## src/rtl/approx_div_pkg.sv

```systemverilog
// Shared types and cell models for the sequential approximate divider.
// The state encoding, the exact and approximate subtractor cells, and the
// default geometry live here so the top and the row module stay consistent.
package approx_div_pkg;

  localparam int DEFAULT_W           = 8;
  localparam int DEFAULT_APPROX_ROWS = 4;

  typedef enum logic [1:0] {
    IDLE = 2'd0,
    RUN  = 2'd1,
    DONE = 2'd2
  } div_state_e;

  // One subtractor cell result: difference bit and borrow out.
  typedef struct packed {
    logic diff;
    logic bout;
  } cell_out_t;

  // Full subtractor: x - y - bin.
  function automatic cell_out_t exact_cell(input logic x, input logic y, input logic bin);
    cell_out_t c;
    c.diff = x ^ y ^ bin;
    c.bout = (~x & y) | (~(x ^ y) & bin);
    return c;
  endfunction

  // Approximate cell: ignores the subtrahend bit entirely, trading accuracy
  // for a much shorter cell.
  function automatic cell_out_t approx_cell(input logic x, input logic bin);
    cell_out_t c;
    c.diff = x | ~bin;
    c.bout = ~x & ~bin;
    return c;
  endfunction

endpackage

```

## src/rtl/approx_div_row.sv

```systemverilog
// Single combinational restoring-divider row.
// Subtracts d from the W-bit partial remainder x through a W-cell borrow
// chain, decides the quotient bit (the extra top bit t forces a subtract),
// and restores x when the subtraction is rejected.
// Macro APPROX_DIV_EN: when defined, use_approx switches every cell of the
// row to the approximate cell; when undefined the row is always exact.
module approx_div_row
  import approx_div_pkg::*;
#(
  parameter int W = DEFAULT_W
) (
  input  logic [W-1:0] x,
  input  logic         t,
  input  logic [W-1:0] d,
  input  logic         use_approx,
  output logic [W-1:0] r_out,
  output logic         qbit
);

  logic [W-1:0] diff;
  logic         bout_msb;

`ifndef APPROX_DIV_EN
  logic unused_use_approx;
  assign unused_use_approx = use_approx;
`endif

  // Ripple the borrow from cell 0 upward; cell 0 has no borrow in.
  always_comb begin
    logic      b;
    cell_out_t c;
    diff = '0;
    b    = 1'b0;
    for (int j = 0; j < W; j++) begin
      c = exact_cell(x[j], d[j], b);
`ifdef APPROX_DIV_EN
      if (use_approx) begin
        c = approx_cell(x[j], b);
      end
`endif
      diff[j] = c.diff;
      b       = c.bout;
    end
    bout_msb = b;
  end

  // A set top bit means the remainder already exceeds any W-bit divisor.
  assign qbit  = t | ~bout_msb;
  assign r_out = qbit ? diff : x;

endmodule

```

## src/rtl/approx_seq_div.sv

```systemverilog
// Iterative restoring divider: 2W-bit dividend / W-bit divisor, one quotient
// bit per clock, valid/ready on both sides.
// Macro APPROX_DIV_EN: when defined, the lowest APPROX_ROWS quotient rows use
// approximate cells for operations accepted with approx_mode=1. When
// undefined, approx_mode is ignored and the block is a bit-exact divider.
module approx_seq_div
  import approx_div_pkg::*;
#(
  parameter int W           = DEFAULT_W,
  parameter int APPROX_ROWS = DEFAULT_APPROX_ROWS
) (
  input  logic           clk,
  input  logic           rst,
  input  logic           in_valid,
  output logic           in_ready,
  input  logic [2*W-1:0] n,
  input  logic [W-1:0]   d,
  input  logic           approx_mode,
  output logic           out_valid,
  input  logic           out_ready,
  output logic [W-1:0]   q,
  output logic [W-1:0]   r,
  output logic           busy
);

  localparam int            KW    = (W > 1) ? $clog2(W) : 1;
  localparam logic [KW-1:0] K_TOP = KW'(W - 1);

  div_state_e state_reg, state_next;

  logic [KW-1:0] k_reg;        // current quotient row index
  logic          t_reg;        // top bit of the (W+1)-bit partial remainder
  logic [W-1:0]  p_reg;        // low W bits of the partial remainder
  logic [W-2:0]  n_sh_reg;     // remaining dividend bits, next one at the MSB
  logic [W-1:0]  d_reg;
  logic [W-2:0]  q_sh_reg;     // quotient bits gathered so far
  logic [W-1:0]  q_reg;
  logic [W-1:0]  r_reg;

  logic          accept;
  logic          row_last;
  logic          use_approx;
  logic          row_qbit;
  logic [W-1:0]  row_r;
  logic [W-1:0]  q_sh_next;

  assign accept    = (state_reg == IDLE) && in_valid;
  assign row_last  = (k_reg == '0);
  assign q_sh_next = {q_sh_reg, row_qbit};

`ifdef APPROX_DIV_EN
  localparam logic [KW:0] APPROX_LIM = (KW + 1)'(APPROX_ROWS);
  logic approx_reg;

  // Capture the per-operation approximation choice at accept.
  always_ff @(posedge clk) begin
    if (rst) begin
      approx_reg <= 1'b0;
    end else if (accept) begin
      approx_reg <= approx_mode;
    end
  end

  assign use_approx = approx_reg && ({1'b0, k_reg} < APPROX_LIM);
`else
  localparam int unused_approx_rows = APPROX_ROWS;
  logic unused_approx_mode;
  assign unused_approx_mode = approx_mode;
  assign use_approx         = 1'b0;
`endif

  approx_div_row #(
    .W(W)
  ) u_row (
    .x          (p_reg),
    .t          (t_reg),
    .d          (d_reg),
    .use_approx (use_approx),
    .r_out      (row_r),
    .qbit       (row_qbit)
  );

  // State register.
  always_ff @(posedge clk) begin
    if (rst) begin
      state_reg <= IDLE;
    end else begin
      state_reg <= state_next;
    end
  end

  // Next-state logic and handshake outputs.
  always_comb begin
    state_next = state_reg;
    in_ready   = 1'b0;
    out_valid  = 1'b0;
    busy       = 1'b0;
    unique case (state_reg)
      IDLE: begin
        in_ready = 1'b1;
        if (in_valid) begin
          state_next = RUN;
        end
      end
      RUN: begin
        busy = 1'b1;
        if (row_last) begin
          state_next = DONE;
        end
      end
      DONE: begin
        busy      = 1'b1;
        out_valid = 1'b1;
        if (out_ready) begin
          state_next = IDLE;
        end
      end
      default: state_next = IDLE;
    endcase
  end

  // Operand capture and one row of the recurrence per RUN cycle; results
  // are published only on the final row so q/r never show partial values.
  always_ff @(posedge clk) begin
    if (rst) begin
      k_reg    <= '0;
      t_reg    <= 1'b0;
      p_reg    <= '0;
      n_sh_reg <= '0;
      d_reg    <= '0;
      q_sh_reg <= '0;
      q_reg    <= '0;
      r_reg    <= '0;
    end else if (accept) begin
      k_reg    <= K_TOP;
      t_reg    <= n[2*W-1];
      p_reg    <= n[2*W-2:W-1];
      n_sh_reg <= n[W-2:0];
      d_reg    <= d;
    end else if (state_reg == RUN) begin
      k_reg    <= k_reg - 1'b1;
      t_reg    <= row_r[W-1];
      p_reg    <= {row_r[W-2:0], n_sh_reg[W-2]};
      n_sh_reg <= n_sh_reg << 1;
      q_sh_reg <= q_sh_next[W-2:0];
      if (row_last) begin
        q_reg <= q_sh_next;
        r_reg <= row_r;
      end
    end
  end

  assign q = q_reg;
  assign r = r_reg;

endmodule

```

## config.mk

```make
export PLATFORM = sky130hd
export DESIGN_NAME = approx_seq_div
export DESIGN_NICKNAME = d
export VERILOG_FILES = /design/src/rtl/approx_div_pkg.sv /design/src/rtl/approx_div_row.sv /design/src/rtl/approx_seq_div.sv
export SDC_FILE = /design/constraint.sdc
export NUM_CORES = 1
export LEC_CHECK = 0
export BUFFER_PORTS_ARGS = -buffer_cell sky130_fd_sc_hd__buf_4
export CAP_MARGIN = 20
export CELL_PAD_IN_SITES_DETAIL_PLACEMENT = 0
export CELL_PAD_IN_SITES_GLOBAL_PLACEMENT = 1
export CORE_MARGIN = 10
export CORE_UTILIZATION = 30
export CTS_CLUSTER_DIAMETER = 40
export CTS_CLUSTER_SIZE = 25
export DETAILED_ROUTE_END_ITERATION = 10
export MAX_ROUTING_LAYER = met4
export PLACE_DENSITY = 0.63
export SLEW_MARGIN = 40
export SYNTH_ARGS = -nofsm -noshare
export SYNTH_HDL_FRONTEND = slang
export SYNTH_SLANG_ARGS = --single-unit
```

## constraint.sdc

```tcl
create_clock -name clk -period 3.7 [get_ports clk]
set_input_delay 0.925 -clock clk [delete_from_list [all_inputs] [get_ports clk]]
set_output_delay 0.925 -clock clk [all_outputs]
set_load 0.01 [all_outputs]
```

==> flow_metrics.py <==
metrics = {
    "cts": {
        "cts_tree": "done",
        "htree_levels": 2,
        "clock-root-buffer": "clkbuf_8",
        "clockBufferDepth": 2,
        "clk_pin_slew_worst_paths_ns": 0.09,
        "worst_skew_pair.late_latency_ns": 0.31,
        "cts_buffers": 5,
        "clock_sinks": 52,
    },
    "sta": {
        "relSlewSlack_pct": 46.69,
        "layout_setup_ws_ns": -0.07111,
        "grt_setup_unrepaired": "true",
        "slew_viol_final": 0,
        "finalSetupTns_ns": -0.4724,
        "finalHoldViolCount": 0,
        "setup-violations-final": 13,
        "fmaxAchievable_mhz": 265.2,
        "skew_ns": 0.007687,
        "min_period_ns": 3.771,
        "worst_slew_pin_slew_ns": 0.7997,
        "period_share_pct": 101.9,
    },
    "critical_path": {
        "worstPathArrival_ns": 4.00,
        "crit_fanout": 5,
        "r2r_cells": 13,
        "rr_startpoint": "p_reg[0]",
        "reg2reg_slack_ns": -0.07,
        "worstSetupEndpointType": "flop",
        "start_kind": "flop",
        "crit_type": "reg -> reg",
        "required_ns": 3.93,
        "regToRegEndpoint": "p_reg[1]",
    },
    "yosys": {
        "yosysUniqueCellTypes": 33,
        "synth_edf_count": 0,
        "syn-num-nets": 323,
        "synthTopCellsByCount": "dfxtp_1 (52), a21oi_1 (36), nor2_1 (22)",
        "synth_top_area_share_pct": 40.86,
        "yosysSeqAreaShare_pct": 40.86,
        "yosys-top-cells-area": "dfxtp_1 (41%), a21oi_1 (7.1%), fa_1 (5.5%)",
        "synth_warnings": 0,
        "synthCells": 281,
        "synth_area_um2": 2547,
        "synth_largest_area_cell": "dfxtp_1",
        "synth_ff_type": "dfxtp_1",
        "synth.ff_latch_count": 52,
        "synth_most_common_cell": "dfxtp_1",
        "avgSynthCellArea_um2": 9.066,
        "async_reset_ff_share_pct": 0,
    },
    "die": {
        "core_area_um2": 8258,
        "initial_core_util_pct": 30.85,
        "die_h_um": 112.2,
        "die_area_um2": 12580,
        "die_w_um": 112.2,
        "ioPinCount": 48,
        "rows": 33,
    },
    "power": {
        "p_per_area_nw_per_um2": 708.3,
        "power.leakage_nw": 1.201,
        "ir_drop_mv": 0.2236,
    },
    "job": {
        "cap_violations": 0,
    },
    "global_routing": {
        "grt-ovfl-total": 0,
        "use_met2_pct": 14.33,
        "antenna_found_initial": 0,
        "grt_usage_pct": 10.08,
        "grt_busiest_layer": "met2",
        "use_met1_pct": 13.94,
        "grt_pass1_wl_mm": 10.41,
        "grtUsageMet3_pct": 2.077,
        "grt_max_degree": 54,
        "grt_pass1_vias": 2061,
    },
    "placed_design": {
        "port_buffers": 46,
        "hpwl_mm": 4.299,
        "placed_area_um2": 2945,
        "place_inst": 416,
        "place_congestion": 0.7566,
        "place_ws_ns": -0.1180,
    },
    "finish": {
        "fin_nets": 361,
        "syn_to_final_growth_pct": 21.91,
        "n_antenna_cell": 0,
        "finish.utilization_pct": 37.61,
        "final_cell_area_um2": 3105,
        "final_layout_size_suffix_gt1_share_pct": 26.65,
        "fin_cells": 424,
    },
    "detailed_routing": {
        "drt_wl_total_mm": 6.379,
        "firstDrtPassIters": 4,
        "avgViaCountPerCell": 4.896,
        "drt_iter0_drc": 121,
        "drc": 0,
        "drt-wirelength-per-cell_um": 15.04,
        "num_vias": 2076,
        "ant_nets": 0,
    },
    "min_path": {
        "hp-start": "q[1]",
        "hold_path.class": "reg -> reg",
        "holdPathStages": 2,
        "min_to": "q[1]",
    },
    "status": {
        "status": "complete, but fails checks",
        "violations": "setup timing",
    },
}
[cell type report]
cell class                 instances  area (um^2)
inverter                          21        78.83
timing repair buffer              55        420.4
sequential                        52         1042
tap                              105        131.4
multi-input combinational        184         1336
clock buffer                       7        96.34
fill                             891         5152
[how the worst max path moves through the flow]
stage,from,endpoint
after floorplan,p_reg[0],r[2]
after global placement,p_reg[0],r[1]
after CTS,p_reg[0],p_reg[1]
after detailed placement,p_reg[0],r[1]
after global routing,p_reg[0],p_reg[2]
final,p_reg[0],p_reg[1]
[cells by family (layout without fill, tap and decap cells)]
group / after synthesis / in the layout / share of synthesized area (%)
AO/OA/AOI/OAI: 88 / 88 / 21.27
AND/OR/NAND/NOR: 67 / 67 / 13.02
flip-flops: 52 / 52 / 40.86
buffers and inverters: 45 / 83 / 10.22
multiplexers: 14 / 14 / 5.501
adder cells (fa/ha/maj): 13 / 13 / 8.448
XOR/XNOR: 2 / 2 / 0.6877
[layout by cell type, fill, tap and decap left out, drive strengths merged, types with 2 or more instances in the layout]
master and count:
a21oi 36, buf 55, ha 6, o2111ai 8, nor2 22, fa 7, or3b 8, a311oi 2
dfxtp 52, nand2 20, inv 21, a211oi 16, nand2b 4, o211ai 9, o21ai 16, nand3 8
clkbuf 7, mux2i 14
[metrics by stage]
step	hold WS, ns	power (mW)
finish	0.4806	2.200
global route	0.4985	2.386
CTS	0.4818	2.194
detailed placement	0.4686	1.797
global placement	0.4649	1.786
floorplan	0.4431	1.587
[report_power, final]
part	internal, mW	leakage [nW]	switching [mW]	total, mW
Combinational	0.467	0.724	0.609	1.08
Sequential	0.682	0.426	0.0910	0.773
Clock	0.167	0.0503	0.184	0.351
[timing repair]
item / CTS / global route
pin swaps: 4 / 3
buffers inserted: 1 / 0
endpoints found under the setup margin: 18 / 18
hold buffers: 0 / 0
resized for setup: 5 / 6
[per-layer routing]
metal	share of wire (%)	up-vias
met5	0	-
met4	1.2	0
met3	3.2	9
met2	43	46
met1	53	975
li1	-	1046
[worst max-delay path, stage by stage, from the launching register on]
cell and delay [ns]:
dfxtp_2 0.34, inv_2 0.04, ha_4 0.15, fa_2 0.33
fa_2 0.34, fa_2 0.35, fa_2 0.35, fa_2 0.36
fa_2 0.36, fa_2 0.40, buf_6 0.13, or3b_4 0.23
o211ai_1 0.10, a211oi_2 0.21
No activity file was read; power rests on OpenSTA's default activity.
